==> src/rtl/hazard_scoreboard.sv <==
// hazard_scoreboard
//   Tracks every in-flight register write from the EX stage through DEPTH
//   post-EX stages (E[0] youngest) and the writeback register W (oldest
//   forwarding source). Forwards the youngest ready value to rs1/rs2, raises
//   a load-use stall when the youngest match is still waiting for memory,
//   drives the register-file write port and counts stall cycles.
//
// Ports
//   clk, rst            clock, asynchronous active-low reset
//   iss_*               instruction leaving EX (valid, writes rd, is load, rd, ALU data)
//   rs1/rs2, rsN_used   EX source registers and whether they are really read
//   ld_data             memory read data for the load currently in E[LOAD_STAGE]
//   stall_cnt_clr       synchronous clear of the stall counter
//   rsN_fwd_en/val      forwarding select and value per source
//   stall               hold IF/EX and insert a bubble
//   wb_en/wb_rd/wb_data register-file write port
//   stall_cnt           saturating count of stall cycles
module hazard_scoreboard #(
   parameter int XLEN       = 32,
   parameter int RBITS      = 5,
   parameter int DEPTH      = 2,
   parameter int LOAD_STAGE = 0,
   parameter int CNT_W      = 16
) (
   input  logic             clk,
   input  logic             rst,
   input  logic             iss_valid,
   input  logic             iss_wb_en,
   input  logic             iss_is_load,
   input  logic [RBITS-1:0] iss_rd,
   input  logic [XLEN-1:0]  iss_data,
   input  logic [RBITS-1:0] rs1,
   input  logic [RBITS-1:0] rs2,
   input  logic             rs1_used,
   input  logic             rs2_used,
   input  logic [XLEN-1:0]  ld_data,
   input  logic             stall_cnt_clr,
   output logic             rs1_fwd_en,
   output logic             rs2_fwd_en,
   output logic [XLEN-1:0]  rs1_fwd_val,
   output logic [XLEN-1:0]  rs2_fwd_val,
   output logic             stall,
   output logic             wb_en,
   output logic [RBITS-1:0] wb_rd,
   output logic [XLEN-1:0]  wb_data,
   output logic [CNT_W-1:0] stall_cnt
);

   typedef struct packed {
      logic            hit;
      logic            ready;
      logic [XLEN-1:0] data;
   } fwd_t;

   logic [DEPTH-1:0] e_valid_q, e_valid_d;
   logic [DEPTH-1:0] e_ready_q, e_ready_d;
   logic [RBITS-1:0] e_rd_q   [DEPTH];
   logic [RBITS-1:0] e_rd_d   [DEPTH];
   logic [XLEN-1:0]  e_data_q [DEPTH];
   logic [XLEN-1:0]  e_data_d [DEPTH];

   logic             wb_en_q, wb_en_d;
   logic [RBITS-1:0] wb_rd_q, wb_rd_d;
   logic [XLEN-1:0]  wb_data_q, wb_data_d;
   logic [CNT_W-1:0] stall_cnt_q, stall_cnt_d;

   // Each entry as it looks when it leaves its stage: the LOAD_STAGE entry
   // picks up ld_data on its way out if it is a pending load.
   logic [DEPTH-1:0] x_ready;
   logic [XLEN-1:0]  x_data [DEPTH];

   fwd_t f1, f2;

   always_comb begin
      for (int i = 0; i < DEPTH; i++) begin
         x_ready[i] = e_ready_q[i];
         x_data[i]  = e_data_q[i];
         if (i == LOAD_STAGE && e_valid_q[i] && !e_ready_q[i]) begin
            x_ready[i] = 1'b1;
            x_data[i]  = ld_data;
         end
      end
   end

   // Forwarding lookup: start from W and walk toward E[0] so that a younger
   // match always overwrites an older one, ready or not.
   always_comb begin
      // NOTE: every variable gets a default at the top of an always_comb;
      // a path that leaves one unassigned would infer a latch.
      f1 = '0;
      f2 = '0;
      if (wb_en_q && wb_rd_q == rs1) begin
         f1.hit   = 1'b1;
         f1.ready = 1'b1;
         f1.data  = wb_data_q;
      end
      if (wb_en_q && wb_rd_q == rs2) begin
         f2.hit   = 1'b1;
         f2.ready = 1'b1;
         f2.data  = wb_data_q;
      end
      for (int i = DEPTH - 1; i >= 0; i--) begin
         if (e_valid_q[i] && e_rd_q[i] == rs1) begin
            f1.hit   = 1'b1;
            f1.ready = e_ready_q[i];
            f1.data  = e_data_q[i];
         end
         if (e_valid_q[i] && e_rd_q[i] == rs2) begin
            f2.hit   = 1'b1;
            f2.ready = e_ready_q[i];
            f2.data  = e_data_q[i];
         end
      end
      // x0 is never forwarded, and an unread source never matches.
      if (!rs1_used || rs1 == '0) f1 = '0;
      if (!rs2_used || rs2 == '0) f2 = '0;
   end

   assign rs1_fwd_en  = f1.hit & f1.ready;
   assign rs2_fwd_en  = f2.hit & f2.ready;
   assign rs1_fwd_val = rs1_fwd_en ? f1.data : '0;
   assign rs2_fwd_val = rs2_fwd_en ? f2.data : '0;
   assign stall       = (f1.hit & ~f1.ready) | (f2.hit & ~f2.ready);

   // Unconditional shift; a stalled issue enters E[0] as a bubble.
   always_comb begin
      e_valid_d[0] = iss_valid & iss_wb_en & ~stall & (iss_rd != '0);
      e_rd_d[0]    = iss_rd;
      e_ready_d[0] = ~iss_is_load;
      e_data_d[0]  = iss_data;
      for (int i = 1; i < DEPTH; i++) begin
         e_valid_d[i] = e_valid_q[i-1];
         e_rd_d[i]    = e_rd_q[i-1];
         e_ready_d[i] = x_ready[i-1];
         e_data_d[i]  = x_data[i-1];
      end
      wb_en_d   = e_valid_q[DEPTH-1] & x_ready[DEPTH-1];
      wb_rd_d   = e_rd_q[DEPTH-1];
      wb_data_d = x_data[DEPTH-1];

      stall_cnt_d = stall_cnt_q;
      if (stall_cnt_clr) begin
         stall_cnt_d = '0;
      end else if (stall && stall_cnt_q != '1) begin
         stall_cnt_d = stall_cnt_q + 1'b1;
      end
   end

   // NOTE: sequential state is updated only with non-blocking assignments so
   // every flop samples its _d value from before the edge.
   always_ff @(posedge clk or negedge rst) begin
      if (!rst) begin
         e_valid_q   <= '0;
         e_ready_q   <= '0;
         // NOTE: the entry array is a handful of flops, so rd/data are reset
         // along with the flags; nothing downstream ever sees stale X values.
         for (int i = 0; i < DEPTH; i++) begin
            e_rd_q[i]   <= '0;
            e_data_q[i] <= '0;
         end
         wb_en_q     <= 1'b0;
         wb_rd_q     <= '0;
         wb_data_q   <= '0;
         stall_cnt_q <= '0;
      end else begin
         e_valid_q   <= e_valid_d;
         e_ready_q   <= e_ready_d;
         for (int i = 0; i < DEPTH; i++) begin
            e_rd_q[i]   <= e_rd_d[i];
            e_data_q[i] <= e_data_d[i];
         end
         wb_en_q     <= wb_en_d;
         wb_rd_q     <= wb_rd_d;
         wb_data_q   <= wb_data_d;
         stall_cnt_q <= stall_cnt_d;
      end
   end

   assign wb_en     = wb_en_q;
   assign wb_rd     = wb_rd_q;
   assign wb_data   = wb_data_q;
   assign stall_cnt = stall_cnt_q;

endmodule

==> config.mk <==
export PLATFORM = sky130hd
export DESIGN_NAME = hazard_scoreboard
export DESIGN_NICKNAME = d
export VERILOG_FILES = /design/src/rtl/hazard_scoreboard.sv
export SDC_FILE = /design/constraint.sdc
export NUM_CORES = 1
export LEC_CHECK = 0
export BUFFER_PORTS_ARGS = -buffer_cell sky130_fd_sc_hd__clkbuf_2
export CELL_PAD_IN_SITES_DETAIL_PLACEMENT = 1
export CELL_PAD_IN_SITES_GLOBAL_PLACEMENT = 1
export CORE_MARGIN = 2
export CORE_UTILIZATION = 25
export CTS_CLUSTER_SIZE = 14
export DETAILED_ROUTE_END_ITERATION = 12
export PLACE_DENSITY_LB_ADDON = 0.1
export SLEW_MARGIN = 40
export SYNTH_ARGS = -nofsm -noshare
export SYNTH_HDL_FRONTEND = slang
export SYNTH_SLANG_ARGS = --single-unit
export TNS_END_PERCENT = 5
==> constraint.sdc <==
create_clock -name clk -period 6.29 [get_ports clk]
set_clock_uncertainty 0.1 [all_clocks]
set_input_delay 0.629 -clock clk [delete_from_list [all_inputs] [get_ports clk]]
set_output_delay 0.629 -clock clk [all_outputs]
set_load 0.1 [all_outputs]
==> results of run 1 <==
sequential cells by signal (all words and copies together), names as in the netlist, 2 cells and up:
signal     flops
e_data_q      32
wb_data       32
wb_data_d     32
stall_cnt     16
e_rd_d         5
wb_rd          5
wb_rd_d        5
e_ready_q      2
e_valid_q      2
per-layer routing:
layer / wire (um) / share of wire / up-vias
met5: 0 / 0 / -
met4: 339 / 0.016 / 0
met3: 900 / 0.042 / 18
met2: 10600 / 0.49 / 136
met1: 9760 / 0.45 / 2660
li1: - / - / 2395
through the flow:
stage / power (W) / hold WS [ps] / util / instances
floorplan: 0.00114 / 233 / - / 549
global placement: 0.00124 / 277 / 0.310 / 1056
detailed placement: 0.00125 / 285 / 0.313 / 1060
CTS: 0.00231 / 118 / 0.337 / 1091
global route: 0.00237 / 121 / 0.337 / 1091
finish: 0.00227 / 85.5 / 0.337 / 1091
power breakdown:
part	total, W	switching [W]	internal (W)	leakage [nW]
logic	0.000290	0.000221	0.0000686	1.89
registers	0.000940	0.0000441	0.000896	1.58
clock network	0.00104	0.000401	0.000644	0.295
cell usage in the layout (no fill, tap or decap), types with 7 or more instances in the layout:
| master | synthesis | routed |
|---|---|---|
| nor2b_1 | 12 | 12 |
| clkbuf_16 | 0 | 17 |
| dfrtp_1 | 132 | 132 |
| clkbuf_2 | 0 | 206 |
| a22oi_1 | 32 | 32 |
| a211oi_1 | 35 | 35 |
| a211oi_2 | 29 | 29 |
| xor2_1 | 19 | 19 |
| mux2_2 | 41 | 41 |
| xnor2_1 | 12 | 12 |
| nand2_1 | 8 | 7 |
| mux2i_1 | 34 | 34 |
| inv_1 | 8 | 8 |
| nor2_1 | 89 | 87 |
| nand3_1 | 10 | 8 |
logic make-up (layout without fill, tap and decap cells):
kind of cell    after synthesis  in the layout
buf+inv                      44            256
compound gates              116            116
fa+ha+maj                     1              1
simple gates                145            145
flops                       132            132
mux                          80             80
xor+xnor                     31             31
final timing paths:
kind | endpoint | slack (ps) | depth (start not counted)
min in group clk | e_data_q[51]$_DFF_PN0_ | 210 | 1
max | rs1_fwd_val[0] | 1800 | 10
min reg2reg | wb_data[23]$_DFF_PN0_ | 300 | 0
max in group asynchronous | wb_data[11]$_DFF_PN0_ | 4860 | 2
min | stall_cnt[12]$_DFFE_PN0P_ | 90 | 1
max reg2reg | stall_cnt[8]$_DFFE_PN0P_ | 3100 | 8
layout make-up:
cell class | instances | area [um2]
clock buffers | 19 | 453
clock inverters | 12 | 155
fillers | 2810 | 16700
inverters | 8 | 30.0
multi-input cells | 373 | 2970
flip-flops and latches | 132 | 3300
well taps | 330 | 413
repair buffers | 217 | 1170
==> results.tsv, run 1 <==
stage	metric	value	unit
logic_synthesis	synth_top_cell_area_share	0.516	
floorplan	rows	58	
detailed_routing	drc	0	
clock_network	cts_root_buf	clkbuf_16	
setup_path	crit_fanout	33	
detailed_routing	wire_per_inst	19.8	um
timing	relSlewSlack	0.487	
logic_synthesis	yosysTopAreaCell	dfrtp_1	
timing	finalSetupViolCount	0	
run_status	status	complete, no violations	
detailed_routing	dr.pass1.iters	4	
timing	fin_tns_setup	0	ps
power_and_ir_drop	powerDensity	268	nW/um2
floorplan	coreArea	25200	um2
detailed_routing	drt_iter0_drc	247	
layout	diodes	0	
logic_synthesis	synth_fp_nets	637	
floorplan	dieArea	26900	um2
logic_synthesis	synthMuxAreaShare	0.137	
detailed_routing	wirelength	21600	um
grt	use_met3	0.0424	
grt	grt_first_pass_wirelength	33600	um
clock_network	numCtsBuffers	17	
placed_design	gp_congestion	0.829	
logic_synthesis	syn_avg_cell_area	11.7	um2
grt	grt.busiest_layer	met2	
timing	slew_viol_final	0	
logic_synthesis	ys_seq_elements	132	
clock_network	post_cts_resized	0	
timing	worst_slack	1800	ps
grt	grt_pass1_vias	5721	
logic_synthesis	synthSimpleGateAreaFrac	0.109	
detailed_routing	vias_per_cell	4.77	
power_and_ir_drop	p_leak	3.76	nW
timing	worstMarginPinSlew	770	ps
timing	fin_crit_sh	0.713	
grt	grt_max_degree	72	
setup_path	cp.required	5560	ps
placed_design	post-place-ws	1820	ps
setup_path	critPathSlowestCell	buf_4	
clock_network	path_clk_slew	60	ps
clock_network	cts_tree	built	
placed_design	placed_cell_area	7880	um2
placed_design	io_buffers	207	
layout	design_area	8490	um2
run	maxCapViolCount	0	
logic_synthesis	seq_area_frac_synth	0.516	
logic_synthesis	synth_cell_type_count	48	
logic_synthesis	yosys_warnings	0	
setup_path	critical-path-top-delay-family	buffers and inverters	
floorplan	die_x	164	um
setup_path	path_cells	xnor2_1 -> nand3_1 -> nor3_2 -> and2_2 -> buf_4 -> nand4b_1 -> a311o_2 -> buf_4 -> a211oi_1 -> clkbuf_2	
clock_network	clock_latency	410	ps
grt	grt_use_total	0.166	
logic_synthesis	synth_fa_ha_area_frac	0.00196	
timing	rsz0062_at_grt	no	
logic_synthesis	async_flop_share	1.00	
setup_path	r2r_start	e_rd_d[0]$_DFF_PN0_	
logic_synthesis	synthTopCellsByArea	dfrtp_1 52%, mux2_2 7.2%, a211oi_2 5.7%, mux2i_1 5.3%, nor2_1 5.2%	
logic_synthesis	synth_xor_area_frac	0.0424	
setup_path	cp_num_buf_inv	3	
detailed_routing	via_count	5209	
logic_synthesis	synth_common_cells	132 x dfrtp_1, 89 x nor2_1, 41 x mux2_2	
grt	overflow	0	
clock_network	clock-sinks	132	
timing	min_period	4490	ps
setup_path	crit_path_end_kind	output port	
timing	timing.fmax	0.223	GHz
worst_hold_path	hp-class	in2async	
timing	hold_viol	0	
logic_synthesis	synth_top_family_by_area	compound AO/OA/AOI/OAI gates	
clock_network	cts-htree-levels	4	
layout	syn2layout_area_growth	32.7	%
placed_design	hpwl	15100	um
logic_synthesis	synth_ff_type	dfrtp_1	
setup_path	arrival	3760	ps
detailed_routing	ant_nets	0	
setup_path	startpoint	wb_rd_d[2]$_DFF_PN0_	
logic_synthesis	synth_area	6400	um2
grt	use_met2	0.275	
setup_path	start_kind	register	
logic_synthesis	yosysMostFrequentCell	dfrtp_1	
setup_path	crit_top_cell	buf_4	
clock_network	cts_buffer_depth	2	
power_and_ir_drop	peakVddDrop	0.000126	V
grt	grtUsageMet1	0.215	
setup_path	worstSetupPathType	reg2out	
layout	finalNetCount	837	
grt	antenna_found_initial	0	
logic_synthesis	synth_edf_count	0	
floorplan	ios	208	
logic_synthesis	syn_inst	549	
floorplan	start_util	0.254	
floorplan	die_h	164	um
setup_path	max_stage_delay	530	ps
clock_network	postCtsSetupBuffers	0	
clock_network	postCtsHoldBufs	0	
layout	drive_gt1_frac	0.447	
logic_synthesis	synth_compound_area_frac	0.164	
No activity file was read; power rests on OpenSTA's default activity.
==> inputs of run 2 (changes only) <==
ABC_AREA = 1   (was unset)
clock period = 3.8 ns   (was 6.29 ns; I/O delays follow)
==> run 2 against run 1 <==
Against the previous run:
- die area up 7.8%
- design area rose by 24%
- register-to-register slack lost 1800 ps
- via count grew 24%
- sequential power up 65%
- worst hold slack worse by 14 ps
- critical path depth rose by 4
- clock power is 63% higher
- worst setup slack lost 1400 ps
- final cell count rose by 27%
- clock-buffer cell count decreased by 2
==> results.tsv, run 2 <==
stage	metric	value	unit	change
power_and_ir_drop	netSwitchingPower	0.00123	W	+85%
setup_path	crit_top_cell	nand2_1		
power_and_ir_drop	p_leak	4.77	nW	+27%
floorplan	coreArea	27000	um2	+7.3%
run	maxCapViolCount	0		unchanged
grt	overflow	0		unchanged
logic_synthesis	seq_area_frac_synth	0.478		-0.0384
setup_path	arrival	2900	ps	-860 ps
setup_path	critPathSlowestCell	dfrtp_1		
floorplan	die_x	170	um	+3.8%
setup_path	r2r_start	e_rd_d[0]$_DFF_PN0_		
detailed_routing	drt_iter0_drc	332		+34%
logic_synthesis	synth_cell_type_count	34		-29%
clock_network	path_clk_slew	70	ps	about the same
logic_synthesis	synth_edf_count	0		unchanged
timing	fin_crit_sh	0.890		
logic_synthesis	synth_ff_type	dfrtp_1		
grt	grt_max_degree	88		+22%
grt	antenna_found_initial	1		+1
worst_hold_path	min_from	iss_wb_en		
floorplan	start_util	0.256		+0.00169
setup_path	start_kind	register		
setup_path	worstSetupPathType	reg2out		
floorplan	die_h	170	um	+3.8%
grt	grt_first_pass_wirelength	41200	um	+23%
run_status	status	complete, no violations		
placed_design	post-place-ws	795	ps	-1030 ps
logic_synthesis	syn_inst	794		+45%
logic_synthesis	synth_top_cell_area_share	0.478		-0.0384
power_and_ir_drop	swShare	0.325		+0.0318
setup_path	path_cells	inv_1 -> nand2_1 -> nand2_1 -> nor2_1 -> nand3_2 -> inv_1 -> buf_4 -> nand2_1 -> nand2_4 -> nor2_4 -> inv_2 -> buf_12 -> nor3_2 -> buf_12		
layout	final_cell_mix	140 x clkbuf_2, 132 x dfrtp_1, 129 x nand2_1		
layout	drive_gt1_frac	0.382		-0.0651
setup_path	cp_num_buf_inv	6		+3
detailed_routing	vias_per_cell	4.66		-2.3%
logic_synthesis	ys_seq_elements	132		unchanged
grt	grt_use_total	0.188		+0.0225
detailed_routing	drc	0		unchanged
floorplan	ios	208		unchanged
setup_path	cp.required	3320	ps	-2240 ps
floorplan	dieArea	29000	um2	+7.8%
setup_path	max_stage_delay	450	ps	-80 ps
power_and_ir_drop	powerDensity	360	nW/um2	+34%
timing	timing.fmax	0.296	GHz	
timing	slew_viol_final	0		unchanged
logic_synthesis	synthTopCellsByArea	dfrtp_1 48%, nand2_1 7.1%, o21ai_0 6.9%, mux2_2 5.2%, a21oi_1 4.7%		
clock_network	clock_latency	420	ps	about the same
layout	syn2layout_area_growth	52.6	%	
detailed_routing	wire_per_inst	19.1	um	-3.8%
layout	design_area	10500	um2	+24%
detailed_routing	ant_nets	0		unchanged
timing	finalSetupViolCount	0		unchanged
detailed_routing	via_count	6481		+24%
setup_path	startpoint	e_rd_d[0]$_DFF_PN0_		
timing	hold_viol	0		unchanged
layout	final_common_cell	clkbuf_2		
timing	worst_slack	418	ps	-1380 ps
setup_path	critical-path-top-delay-family	buffers and inverters		
power_and_ir_drop	peakVddDrop	0.000238	V	+88%
clock_network	cts_tree	built		
logic_synthesis	yosys_warnings	0		unchanged
setup_path	crit_fanout	21		-36%
power_and_ir_drop	seqPwrFrac	0.408		-0.005
timing	relSlewSlack	0.526		+0.0391
clock_network	numCtsBuffers	17		unchanged
clock_network	cts_buffer_depth	2		unchanged
power_and_ir_drop	p_int	0.00256	W	+59%
detailed_routing	dr.pass1.iters	6		+2
layout	multi_input_area	3310	um2	+12%
clock_network	cts-htree-levels	4		unchanged
logic_synthesis	synth_common_cells	132 x dfrtp_1, 130 x nand2_1, 95 x o21ai_0		
timing	worstMarginPinSlew	711	ps	-58.7 ps
placed_design	placed_cell_area	9560	um2	+21%
layout	finalNetCount	1123		+34%
placed_design	hpwl	18400	um	+22%
detailed_routing	wirelength	26500	um	+23%
clock_network	clock-sinks	132		unchanged
logic_synthesis	synth_area	6910	um2	+8.0%
power_and_ir_drop	combPwrFrac	0.145		+0.018
logic_synthesis	yosysTopAreaCell	dfrtp_1		
clock_network	cts_root_buf	clkbuf_16		
setup_path	crit_path_end_kind	output port		
grt	grt_pass1_vias	6958		+22%
placed_design	io_buffers	207		unchanged
layout	fillers	3098		+10%
power_and_ir_drop	p_clk_frac	0.448		-0.011
timing	rsz0062_at_grt	no		
logic_synthesis	syn_avg_cell_area	8.70	um2	-25%
logic_synthesis	async_flop_share	1.00		unchanged
timing	fin_tns_setup	0	ps	unchanged
layout	register_area	3300	um2	unchanged
placed_design	gp_congestion	0.784		-5.4%
floorplan	rows	60		+3.4%
logic_synthesis	synth_fp_nets	882		+38%
timing	min_period	3380	ps	
worst_hold_path	hp-class	in2reg		
logic_synthesis	yosysMostFrequentCell	dfrtp_1		
-- run 2: cell count changes after synthesis, sizes merged, moves of 12 or more --
cell | previous run | this run
a211oi | 64 | 20
a21oi | 3 | 65
a22oi | 32 | 0
inv | 8 | 84
mux2 | 46 | 32
mux2i | 34 | 0
nand2 | 9 | 136
nand3 | 10 | 41
nand4 | 5 | 22
nor2b | 12 | 0
nor3 | 3 | 26
o21ai | 1 | 95
xnor2 | 12 | 0
-- run 2: cell families after synthesis --
logic type	after synthesis	synth area share
AOI/OAI and AO/OA	181	0.150
xor gates and xnor gates	9	0.0114
adders and majority gates	1	0.00181
buffers and inverters	128	0.0759
DFF	132	0.478
muxes	32	0.0521
and+or+nand+nor	311	0.231
-- run 2: what timing repair did --
| item | in CTS | in global routing |
|---|---|---|
| endpoints found under the hold margin | 123 | 0 |
| setup endpoints to repair | 0 | 16 |
| hold buffers | 39 | 0 |
| buffers inserted | 0 | 0 |
| resized for setup | 0 | 1 |
-- run 2: cell type report --
class                           instances  share of cell area
Sequential cell                       132               0.313
Antenna cell                            1            0.000237
Tap cell                              341              0.0405
Multi-Input combinational cell        534               0.314
Inverter                               85              0.0306
Clock inverter                         15              0.0155
Timing Repair Buffer                  265               0.246
Clock buffer                           17              0.0403
-- run 2: path summary, 6_finish.rpt --
path,endpoint,slack (ps),cells past startpoint
setup / recovery,rs1_fwd_val[30],420,14
hold / removal,e_valid_q[0]$_DFF_PN0_,70,3
setup reg to reg,stall_cnt[3]$_DFFE_PN0P_,1340,14
hold reg to reg,wb_data[12]$_DFF_PN0_,300,0
max in group asynchronous,wb_data[30]$_DFF_PN0_,2270,3
min in group asynchronous,wb_rd_d[2]$_DFF_PN0_,480,2
-- run 2: worst min-delay path, cell delays in order --
cell	delay (ps)
clkbuf_2	80
nand2_1	60
nor3_2	40
-- run 2: metrics by stage --
step | std cells | utilization | hold slack [ps] | total power, W
2_1_floorplan | 794 | - | -15.6 | 0.00190
3_5_place_dp | 1318 | 0.354 | 286 | 0.00210
6_report | 1390 | 0.390 | 71.8 | 0.00379
5_1_grt | 1389 | 0.390 | 68.7 | 0.00395
4_1_cts | 1389 | 0.390 | 51.3 | 0.00386
3_3_place_gp | 1318 | 0.353 | 283 | 0.00209
-- run 2: power groups by stage --
| stage | combinational [W] | sequential [W] | clock, W |
|---|---|---|---|
| 6_report | 0.000549 | 0.00155 | 0.00170 |
| 5_1_grt | 0.000593 | 0.00156 | 0.00180 |
| 4_1_cts | 0.000558 | 0.00155 | 0.00176 |
| 3_5_place_dp | 0.000523 | 0.00157 | 0 |
| 3_3_place_gp | 0.000522 | 0.00157 | 0 |
| 2_1_floorplan | 0.000150 | 0.00175 | 0 |
-- run 2: routing by layer --
| metal | share of wire | vias to the layer above | track usage | wire, um |
|---|---|---|---|---|
| met5 | 0 | - | 0 | 0 |
| met4 | 0.012 | 0 | 0.0431 | 316 |
| met3 | 0.053 | 24 | 0.0486 | 1420 |
| met2 | 0.48 | 167 | 0.311 | 12600 |
| met1 | 0.46 | 3179 | 0.248 | 12200 |
| li1 | - | 3111 | - | - |
==> inputs of run 3 (changes only) <==
CORE_ASPECT_RATIO = 0.6   (was unset)
clock period = 3.4 ns   (was 3.8 ns; I/O delays follow)
==> run 3 against run 2 <==
Against the previous run:
- via count increased by 0.19%
- worst hold slack got worse by 46 ps
- core utilization up 0.43 points
- register-to-register slack got worse by 300 ps
- critical path depth decreased by 3
- final cell count increased by 1.7%
- sequential cell count unchanged
- die area up 0.15%
- non-clock buffer count stayed put
- first-iteration DRC count shrank 11%
- largest cell class unchanged
- largest power group unchanged
- highest routed layer unchanged
==> results.tsv, run 3 (synthesized netlist as in run 2, its figures left out) <==
stage	metric	value	unit	change
run_status	status	complete, no violations		
clock_network	numCtsBuffers	17		unchanged
setup_path	reg2reg_to	stall_cnt[2]$_DFFE_PN0P_		
detailed_routing	dr.pass1.iters	7		+1
setup_path	cp_num_buf_inv	3		-3
timing	finalSetupViolCount	0		unchanged
detailed_routing	ant_nets	0		unchanged
floorplan	start_util	0.253		-0.00298
layout	syn2layout_area_growth	56.1	%	
placed_design	gp_congestion	0.788		+0.57%
setup_path	crit_fanout	11		-48%
grt	grt_first_pass_wirelength	42400	um	+2.9%
floorplan	die_x	219	um	+28%
timing	hold_viol	0		unchanged
grt	antenna_found_initial	0		-1
worst_hold_path	min_from	iss_wb_en		
setup_path	worstSetupPathType	reg2out		
layout	layoutNonFillerInstCount	1413		+1.7%
timing	rsz0062_at_grt	no		
power_and_ir_drop	peakVddDrop	0.000285	V	+20%
detailed_routing	vias_per_cell	4.60		-1.4%
setup_path	crit_top_cell	nand2_1		
layout	multi_input_area	3460	um2	+4.5%
timing	fin_crit_sh	0.940		
clock_network	cts_tree	built		
placed_design	dp.cells	1344		+2.0%
clock_network	cts_root_buf	clkbuf_16		
placed_design	io_buffers	207		unchanged
worst_hold_path	hp-class	in2reg		
layout	final_common_cell	clkbuf_2		
grt	grt_use_total	0.196		+0.00753
timing	worstMarginPinSlew	764	ps	+52.7 ps
detailed_routing	drt_iter0_drc	297		-11%
clock_network	postCtsSetupBuffers	0		unchanged
setup_path	path_cells	nand2_1 -> nand2_1 -> nor2_1 -> nand3_1 -> nand3_2 -> nand2_1 -> nor2_4 -> inv_4 -> buf_4 -> a211oi_4 -> buf_12		
setup_path	critPathSlowestCell	dfrtp_4		
setup_path	critical-path-top-delay-family	simple AND/OR/NAND/NOR gates		
floorplan	die_h	133	um	-22%
setup_path	rr_worst_depth	10		-4
timing	slew_viol_final	0		unchanged
timing	min_period	3200	ps	
placed_design	hpwl	19200	um	+4.3%
detailed_routing	via_count	6493		+0.19%
grt	grt_pass1_vias	6972		+0.20%
layout	final_cell_mix	139 x clkbuf_2, 129 x nand2_1, 126 x dfrtp_1		
worst_hold_path	min_path_cells	3		unchanged
setup_path	r2r_start	stall_cnt[0]$_DFFE_PN0P_		
timing	hold_ws	26.1	ps	-45.7 ps
setup_path	cp.required	2960	ps	-360 ps
clock_network	clock-sinks	132		unchanged
clock_network	cts-htree-levels	4		unchanged
detailed_routing	wire_per_inst	19.2	um	+0.78%
layout	drive_gt1_frac	0.385		+0.00360
setup_path	start_kind	register		
setup_path	arrival	2760	ps	-140 ps
timing	timing.fmax	0.313	GHz	
floorplan	rows	47		-22%
setup_path	rrSetupSlack	1040	ps	-300 ps
floorplan	coreArea	27300	um2	+1.2%
layout	finalNetCount	1123		unchanged
setup_path	crit_path_end_kind	output port		
layout	register_area	3330	um2	+0.68%
run	maxCapViolCount	0		unchanged
layout	diodes	0		-1
clock_network	path_clk_slew	60	ps	about the same
detailed_routing	drc	0		unchanged
grt	grt_max_degree	69		-22%
power_and_ir_drop	p_leak	4.94	nW	+3.6%
grt	overflow	0		unchanged
layout	fillers	3145		+1.5%
floorplan	ios	208		unchanged
setup_path	max_stage_delay	500	ps	+50 ps
detailed_routing	wirelength	27200	um	+2.4%
timing	relSlewSlack	0.489		-0.0369
power_and_ir_drop	powerDensity	398	nW/um2	+11%
clock_network	cts_buffer_depth	2		unchanged
worst_hold_path	holdPathEnd	e_valid_q[0]$_DFF_PN0_		
floorplan	dieArea	29000	um2	+0.15%
clock_network	clock_latency	440	ps	+20 ps
-- run 3: cell count changes in the layout (fill, tap and decap cells not counted), moves of 4 or more --
cell,change
dfrtp_1,-6
dfrtp_4,+6
inv_6,-6
inv_8,-4
nor3_2,-22
nor3_4,+22
-- run 3: where the power goes --
group	leakage (nW)	internal (W)	switching (W)
Sequential	1.57	0.00166	0.0000720
Combinational	3.08	0.000164	0.000470
Clock	0.291	0.00120	0.000727
Total	4.94	0.00302	0.00127
-- run 3: stage by stage --
stage | util | cell area, um2 | worst slack (ps) | TNS, ps | power, W
6_report | 0.395 | 10800 | 202 | 0 | 0.00429
5_1_grt | 0.395 | 10800 | 14.1 | 0 | 0.00447
4_1_cts | 0.394 | 10800 | 79.8 | 0 | 0.00435
3_3_place_gp | 0.358 | 9790 | 492 | 0 | 0.00236
3_5_place_dp | 0.358 | 9790 | 493 | 0 | 0.00236
2_1_floorplan | - | 7310 | -1.60 | -1.60 | 0.00214
-- run 3: what timing repair did --
action	in CTS	in global routing
resized for setup	0	4
endpoints found under the setup margin	0	22
hold buffers	39	0
hold endpoints to repair	105	0
-- run 3: worst min-delay path, stage by stage --
cell and delay (ps):
clkbuf_2 80, nand2_1 60, nor3_2 50
-- run 3: layout make-up --
class | instances | area share
Timing Repair Buffer | 265 | 0.243
Clock buffer | 21 | 0.0436
Inverter | 85 | 0.0300
Tap cell | 367 | 0.0426
Clock inverter | 9 | 0.0119
Sequential cell | 132 | 0.308
Multi-Input combinational cell | 534 | 0.320
-- run 3: routing by layer --
layer  up-vias  global-route usage  part of all wire
li1       3098                   -                 -
met1      3234               0.280              0.49
met2       138               0.292              0.44
met3        23              0.0513             0.053
met4         0              0.0518            0.0099
met5         -                   0                 0
-- run 3: worst max-delay path by stage --
stage                                  start         endpoint  cells after the start
final                     wb_rd[4]$_DFF_PN0_   rs1_fwd_val[0]                     11
after global routing      wb_rd[4]$_DFF_PN0_   rs1_fwd_val[0]                     11
after CTS                 wb_rd[4]$_DFF_PN0_   rs2_fwd_val[3]                     12
after detailed placement              rs2[2]   rs2_fwd_val[4]                     15
after global placement                rs2[2]  rs2_fwd_val[29]                     15
after floorplan           wb_rd[0]$_DFF_PN0_  rs2_fwd_val[13]                     11
